`config.mk`:
```
export PLATFORM = sky130hd
export DESIGN_NAME = pipelined_addsub
export DESIGN_NICKNAME = d
export VERILOG_FILES = /design/src/rtl/pipelined_addsub.sv
export SDC_FILE = /design/constraint.sdc
export NUM_CORES = 1
export LEC_CHECK = 0
export ABC_AREA = 1
export BUFFER_PORTS_ARGS = -buffer_cell sky130_fd_sc_hd__clkbuf_2
export CORE_MARGIN = 5
export CORE_UTILIZATION = 60
export DETAILED_ROUTE_END_ITERATION = 10
export PLACE_DENSITY = 0.82
export SYNTH_ARGS = -nofsm -noshare
export SYNTH_HDL_FRONTEND = slang
export SYNTH_SLANG_ARGS = --single-unit
```
`constraint.sdc`:
```
create_clock -name clk -period 9 [get_ports clk]
set_input_delay 0.9 -clock clk [delete_from_list [all_inputs] [get_ports clk]]
set_output_delay 0.9 -clock clk [all_outputs]
set_load 0.01 [all_outputs]
```
`src/rtl/pipelined_addsub.sv`:
```
`default_nettype none
// ============================================================================
// Module      : pipelined_addsub
// Description : Parametrised add/subtract unit. The carry chain is cut into
//               STAGES equal segments, one segment resolved per clock, with a
//               global-advance valid/ready handshake.
// Revision    : 1.0 - initial release
// ============================================================================
module pipelined_addsub #(
  parameter int WIDTH  = 16,
  parameter int STAGES = 4
) (
  input  logic             clk,
  input  logic             rst,
  input  logic [WIDTH-1:0] A,
  input  logic [WIDTH-1:0] B,
  input  logic             Cin,
  input  logic             Sub,
  input  logic             in_valid,
  output logic             in_ready,
  output logic [WIDTH-1:0] Sum,
  output logic             Cout,
  output logic             Overflow,
  output logic             out_valid,
  input  logic             out_ready
);

  localparam int SEG  = WIDTH / STAGES;
  localparam int LAST = STAGES - 1;

  // Each stage carries the whole operand pair plus the partially built sum;
  // only segment k of the sum is written by stage k.
  logic [STAGES-1:0] vld_q, vld_d;
  logic [STAGES-1:0] cy_q, cy_d;
  logic [WIDTH-1:0]  a_q   [STAGES];
  logic [WIDTH-1:0]  a_d   [STAGES];
  logic [WIDTH-1:0]  b_q   [STAGES];
  logic [WIDTH-1:0]  b_d   [STAGES];
  logic [WIDTH-1:0]  sum_q [STAGES];
  logic [WIDTH-1:0]  sum_d [STAGES];
  logic              ov_q, ov_d;
  logic              adv;

  assign adv      = ~vld_q[LAST] | out_ready;
  assign in_ready = adv;

  always_comb begin : p_next
    logic [WIDTH-1:0] src_a, src_b, src_sum;
    logic             src_vld, src_cy;
    logic [SEG:0]     seg;
    int               prv;

    src_a   = '0;
    src_b   = '0;
    src_sum = '0;
    src_vld = 1'b0;
    src_cy  = 1'b0;
    seg     = '0;
    prv     = 0;
    vld_d   = vld_q;
    cy_d    = cy_q;
    a_d     = a_q;
    b_d     = b_q;
    sum_d   = sum_q;
    ov_d    = ov_q;

    if (adv) begin
      for (int k = 0; k < STAGES; k++) begin
        prv = (k > 0) ? k - 1 : 0;
        if (k == 0) begin
          // Bubbles enter as all-zero operands so idle slots present Sum=0.
          src_vld = in_valid;
          src_a   = in_valid ? A : '0;
          src_b   = in_valid ? (Sub ? ~B : B) : '0;
          src_cy  = in_valid & (Sub | Cin);
          src_sum = '0;
        end else begin
          src_vld = vld_q[prv];
          src_a   = a_q[prv];
          src_b   = b_q[prv];
          src_cy  = cy_q[prv];
          src_sum = sum_q[prv];
        end
        seg = {1'b0, src_a[k*SEG +: SEG]} + {1'b0, src_b[k*SEG +: SEG]}
            + {{SEG{1'b0}}, src_cy};
        src_sum[k*SEG +: SEG] = seg[SEG-1:0];
        vld_d[k] = src_vld;
        a_d[k]   = src_a;
        b_d[k]   = src_b;
        sum_d[k] = src_sum;
        cy_d[k]  = seg[SEG];
      end
      // Same-sign operands giving an opposite-sign result is exactly
      // carry-into-MSB XOR carry-out-of-MSB.
      ov_d = (a_d[LAST][WIDTH-1] == b_d[LAST][WIDTH-1]) &&
             (sum_d[LAST][WIDTH-1] != a_d[LAST][WIDTH-1]);
    end
  end

  always_ff @(posedge clk or posedge rst) begin
    if (rst) begin
      vld_q <= '0;
      cy_q  <= '0;
      ov_q  <= 1'b0;
      for (int k = 0; k < STAGES; k++) begin
        a_q[k]   <= '0;
        b_q[k]   <= '0;
        sum_q[k] <= '0;
      end
    end else begin
      vld_q <= vld_d;
      cy_q  <= cy_d;
      ov_q  <= ov_d;
      a_q   <= a_d;
      b_q   <= b_d;
      sum_q <= sum_d;
    end
  end

  assign Sum       = sum_q[LAST];
  assign Cout      = cy_q[LAST];
  assign Overflow  = ov_q;
  assign out_valid = vld_q[LAST];

endmodule
`default_nettype wire

```
==> out/metrics.cfg, run 1 <==
[finish]
diodes=0
fillers=594
drive_gt1_share_pct=14.6
area_growth_pct=9.29
final_net_count=588
fin_util_pct=67.3

[power]
pwr-share-comb_pct=30.4
pwr-share-seq_pct=47.6
p_sw_share_pct=34.9
ir_drop_mv=0.104
power.share.clock_pct=22.0
p_sw_mw=0.502
leakage_nw=2.60
p_per_area_nw_per_um2=294
internal_power_mw=0.935

[die]
dieArea_sq_um=9270
core_sq_um=7250
fp.dieH_um=96.3
io_pins=58
rows=31
die_w_um=96.3
initial_core_util_pct=61.6

[sta]
slew_viol_final=0
setup_viol=0
finalHoldViolCount=0
finalCritPeriodShare_pct=32.9
fin_skew_ns=0.0110
rsz0062_at_grt=false
post-route-min-period_ns=2.96
clock.fmax_mhz=338
timing.hold.ws_ns=0.461
worstMarginPinSlew_ns=0.947
finalSetupTns_ns=0
relSlewSlack_pct=36.9

[route]
wl_um=7790
vias=3134
drc=0
first_pass_iters=4
drt_iter0_drc=136
vias_per_cell=4.94
wl_per_cell_um=12.3
postRouteAntennaNets=0

[critical_path]
worstPathArrival_ns=2.06
reg2reg_slack_ns=6.54
crit_chain=clkbuf_2, nor2_4, buf_4, inv_2, clkbuf_2
startpoint_type=input port
cp_slowest_stage_delay_ns=0.73
end_kind=output pin
crit_top_cell=clkbuf_2
crit_type=in -> out
critPathSlowestCell=buf_4
required_ns=8.10
crit_fanout=109

[yosys]
yosys-top-cells-area=dfrtp_1 54%, nand2_1 15%, o21ai_0 4.4%
synth_area_sq_um=4470
ys_warn_count=0
syn_inst=499
async_flop_share_pct=100
ys_types=20
synth_area_leader_cell=dfrtp_1
yosysSeqAreaShare_pct=54.3
synth_edf_count=0
synth.top_cells.by_count=182 x nand2_1, 97 x dfrtp_1, 41 x inv_1, 39 x o21ai_0
syn_nets=557
syn_avg_cell_area_sq_um=8.96
synth.ff_latch_count=97
ys.flop_type=dfrtp_1
synth_top_cell_area_share_pct=54.3
synth.most_common_cell=nand2_1

[place]
dpl.hpwl_um=5150
port_buffers=57
place.gp.congestion=0.826

[grt]
antenna_found_initial=0
grt_max_degree=110
grt_pass1_vias=3128
grt_usage_pct=19.3
grt-ovfl-total=0
grt_pass1_wl_um=13800

[clock_network]
postCtsSetupRepairBufs=0
ctsLongestPathBuffers=2
cts_tree=yes
cts.reportedPaths.clkPinSlew_ns=0.08
cts_hold_buf=0
cts_sinks=97
h-tree-depth=3
clk_latency_ns=0.36
numCtsBuffers=9
cts_resized=0
cts_root_buffer=clkbuf_8

[min_path]
hp-class=reg -> reg

[run_status]
status=finished clean

[flow_run]
max-cap-violations=0

==> layout by cell type, fill, tap and decap left out, types with 2 or more instances in the layout <==
cell       netlist  final
nand2_1        182    182
dfrtp_1         97     97
clkbuf_2         0     57
inv_1           41     40
o21ai_0         39     39
nand3_1         19     19
nor2_1          15     15
xnor2_1         14     14
o21ai_1         12     12
ha_1            12     12
clkbuf_8         0     11
o22ai_1          8      8
a21oi_1          8      8
fa_1             8      8
buf_4           19      3
bufinv_16        0      2
==> cell type report <==
| cell class | count | area [sq um] | share of cell area [%] |
|---|---|---|---|
| clock inverter | 4 | 73.8 | 1.51 |
| timing repair buffer | 60 | 308 | 6.30 |
| clock buffer | 12 | 155 | 3.18 |
| multi-input combinational | 320 | 1640 | 33.5 |
| tap | 99 | 124 | 2.54 |
| sequential | 97 | 2430 | 49.7 |
| inverter | 42 | 160 | 3.28 |
==> metrics by stage <==
step	worst slack, ns	instances	cell area [sq um]	total power [mW]
2_1_floorplan	5.57	499	4470	1.05
3_3_place_gp	6.04	618	4660	1.10
3_5_place_dp	6.00	618	4660	1.13
4_1_cts	6.03	634	4880	1.45
5_1_grt	5.92	634	4880	1.56
6_report	6.04	634	4880	1.44
==> final timing paths <==
kind	start	cells after the start	to
max in group asynchronous	rst	3	sum_q[48]
setup / recovery	out_ready	5	in_ready
hold reg to reg	vld_q[2]	2	vld_q[3]
setup reg to reg	vld_q[3]	7	b_q[54]
min in group asynchronous	rst	2	Sum[15]
hold / removal	vld_q[2]	2	vld_q[3]
==> state kept, by name, indices dropped and copies added (netlist names) <==
signal	cells
Sum	16
Overflow	1
vld_q	4
a_q	24
cy_q	4
sum_q	24
b_q	24
==> power by group through the flow <==
stage	clock network (mW)	logic [mW]	registers (mW)
after CTS	0.320	0.445	0.686
final	0.316	0.437	0.684
after floorplan	0	0.377	0.674
after global placement	0	0.418	0.686
after global routing	0.343	0.516	0.706
after detailed placement	0	0.439	0.693
==> per-layer routing <==
layer / vias to the layer above / wire length, um / track usage, %
met4: 0 / 148 / 8.06
li1: 1610 / - / -
met1: 1450 / 3740 / 25.9
met5: - / 0 / 0
met2: 62 / 3560 / 31.0
met3: 12 / 337 / 3.83
==> kinds of logic after synthesis <==
logic type	count (synthesis)	synth area share, %
and+or+nand+nor	218	19.0
DFF	97	54.3
adders and majority gates	20	6.94
AOI/OAI and AO/OA	68	7.89
xor gates and xnor gates	14	2.74
buffers and inverters	82	9.07
==> worst max-delay path, delay by kind of cell <==
kind	cells	cell delay [ns]
and+or+nand+nor	1	0.09
buffers and inverters	4	1.05
Note: power is estimated with default switching activity, not from simulation.
==> run 2: changes to the inputs <==
- CORE_UTILIZATION: 60 -> 57
- PLACE_DENSITY: 0.82 -> 0.79
- clock period: 9 -> 3 ns (I/O delays scaled with it)
==> run 2 against run 1 <==
Worst setup slack got worse by 5.0 ns. Critical endpoint is now cy_q[0]. Clock skew decreased by 0.0025 ns. Power increased to 2.9 times the previous value. Critical path depth increased by 6. Hold slack got worse by 0.31 ns. Routed wire length increased by 1.6%. Largest cell class unchanged. Clock power increased by 130%. Register-to-register slack got worse by 5.4 ns. Combinational power increased to 3.0 times the previous value.
==> out/metrics.cfg, run 2 (synthesis results as in run 1) <==
[grt]
grt_pass1_wl_um=14200  ; was 13800 um
grt-ovfl-total=0  ; unchanged
grt_usage_pct=17.8  ; was 19.3%
antenna_found_initial=0  ; unchanged
grt_max_degree=109  ; was 110
grt_pass1_vias=3108  ; was 3128

[finish]
drive_gt1_share_pct=14.4  ; was 14.6%
layout_common_cells=182 x nand2_1, 97 x dfrtp_1, 57 x clkbuf_2  ; unchanged
area_growth_pct=8.09  ; was 9.29%
largestRegisters=a_q (24), b_q (24), sum_q (24)  ; unchanged
fin_cells=638  ; was 634
final_net_count=589  ; was 588
fin_util_pct=62.8  ; was 67.3%
multiInputGateArea_sq_um=1640  ; unchanged
fillers=684  ; was 594
layout_commonest_cell=nand2_1  ; unchanged
final-seq-area_sq_um=2430  ; unchanged
diodes=0  ; unchanged

[clock_network]
cts_sinks=97  ; unchanged
cts_hold_buf=0  ; unchanged
cts_root_buffer=clkbuf_8  ; unchanged
cts_tree=yes  ; unchanged
h-tree-depth=3  ; unchanged
cts_resized=0  ; unchanged
postCtsSetupRepairBufs=0  ; unchanged
clk_latency_ns=0.36  ; about the same
ctsLongestPathBuffers=2  ; unchanged
numCtsBuffers=9  ; unchanged
cts.reportedPaths.clkPinSlew_ns=0.09  ; was 0.08 ns

[route]
wl_per_cell_um=12.4  ; was 12.3 um
postRouteAntennaNets=0  ; unchanged
vias=3146  ; was 3134
vias_per_cell=4.93  ; was 4.94
drt_iter0_drc=171  ; was 136
wl_um=7920  ; was 7790 um
drc=0  ; unchanged
first_pass_iters=8  ; was 4

[die]
core_sq_um=7690  ; was 7250 sq um
fp.dieH_um=98.6  ; was 96.3 um
io_pins=58  ; unchanged
initial_core_util_pct=58.1  ; was 61.6%
rows=32  ; was 31
die_w_um=98.6  ; was 96.3 um
dieArea_sq_um=9710  ; was 9270 sq um

[sta]
worstMarginPinSlew_ns=1.03  ; was 0.947 ns
post-route-min-period_ns=2.00
finalCritPeriodShare_pct=66.7
slew_viol_final=0  ; unchanged
setup_viol=0  ; unchanged
relSlewSlack_pct=31.2  ; was 36.9%
fin_skew_ns=0.00841  ; was 0.0110 ns
rsz0062_at_grt=false  ; unchanged
finalSetupTns_ns=0  ; unchanged
timing.hold.ws_ns=0.150  ; was 0.461 ns
clock.fmax_mhz=500
finalHoldViolCount=0  ; unchanged

[place]
place.gp.congestion=0.741  ; was 0.826
port_buffers=57  ; unchanged
dpl.hpwl_um=5410  ; was 5150 um
dp.cells=622  ; was 618

[power]
ir_drop_mv=0.391  ; was 0.104 mV
p_per_area_nw_per_um2=852  ; was 294 nW/um^2
leakage_nw=2.57  ; was 2.60 nW

[critical_path]
crit_type=in -> reg  ; was in -> out
crit_fanout=19  ; was 109
end_kind=flop  ; was output pin
startpoint_type=input port  ; unchanged
required_ns=3.29  ; was 8.10 ns
worstPathArrival_ns=2.29  ; was 2.06 ns
crit_chain=clkbuf_2, inv_1, a21oi_1, o21ai_0, fa_1, fa_1, inv_1, nand2_1, nand2_1, nand2_1, a21oi_1  ; was clkbuf_2, nor2_4, buf_4, inv_2, clkbuf_2
cp_slowest_stage_delay_ns=0.48  ; was 0.73 ns
crit_top_cell=nand2_1  ; was clkbuf_2
critPathSlowestCell=fa_1  ; was buf_4

[flow_run]
max-cap-violations=0  ; unchanged

[min_path]
hp-class=in -> async  ; was reg -> reg

[run_status]
status=finished clean  ; unchanged

## run 2: changes by cell type in the layout (fill, tap and decap cells not counted)
cell        delta
bufinv_16      -2
clkbuf_1       +2
clkbuf_8       -2
clkinvlp_4     +2
buf_4          +1
## run 2: metal layers
| metal | global-route usage (%) | routed length [um] |
|---|---|---|
| met5 | 0 | 0 |
| met4 | 7.98 | 152 |
| met3 | 3.33 | 425 |
| met2 | 27.4 | 3670 |
| met1 | 24.8 | 3670 |
## run 2: area by class of cell
class / count / area share, %
Sequential cell: 97 / 50.2
Multi-Input combinational cell: 320 / 33.9
Timing Repair Buffer: 61 / 6.53
Inverter: 42 / 3.32
Clock buffer: 12 / 2.80
Tap cell: 102 / 2.64
Clock inverter: 4 / 0.596
## run 2: worst paths after layout
check	from	to	slack, ns	cells past startpoint
max	in_valid	cy_q[0]	1.0	11
min	rst	Overflow	0.15	2
max reg2reg	cy_q[2]	cy_q[3]	1.19	6
min reg2reg	vld_q[2]	vld_q[3]	0.46	2
max in group asynchronous	rst	sum_q[21]	2.12	3
min in group clk	A[11]	a_q[59]	0.17	3
## run 2: power breakdown
group          switching (mW)  internal, mW
registers               0.264          1.79
logic                   0.821         0.503
clock network           0.430         0.304
total                    1.52          2.60
## run 2: metrics by stage
step                setup WS (ns)  cell area [sq um]  total power [mW]
floorplan                   0.166               4470              3.15
global placement            0.740               4670              3.33
detailed placement          0.623               4670              3.42
CTS                          1.01               4830              4.16
global route                0.787               4830              4.48
finish                       1.00               4830              4.11
## run 2: critical path, delay by kind of cell
family / cells / cell delay (ns)
AO/OA/AOI/OAI: 3 / 0.37
buffers and inverters: 3 / 0.57
AND/OR/NAND/NOR: 3 / 0.17
adder cells (fa/ha/maj): 2 / 0.87
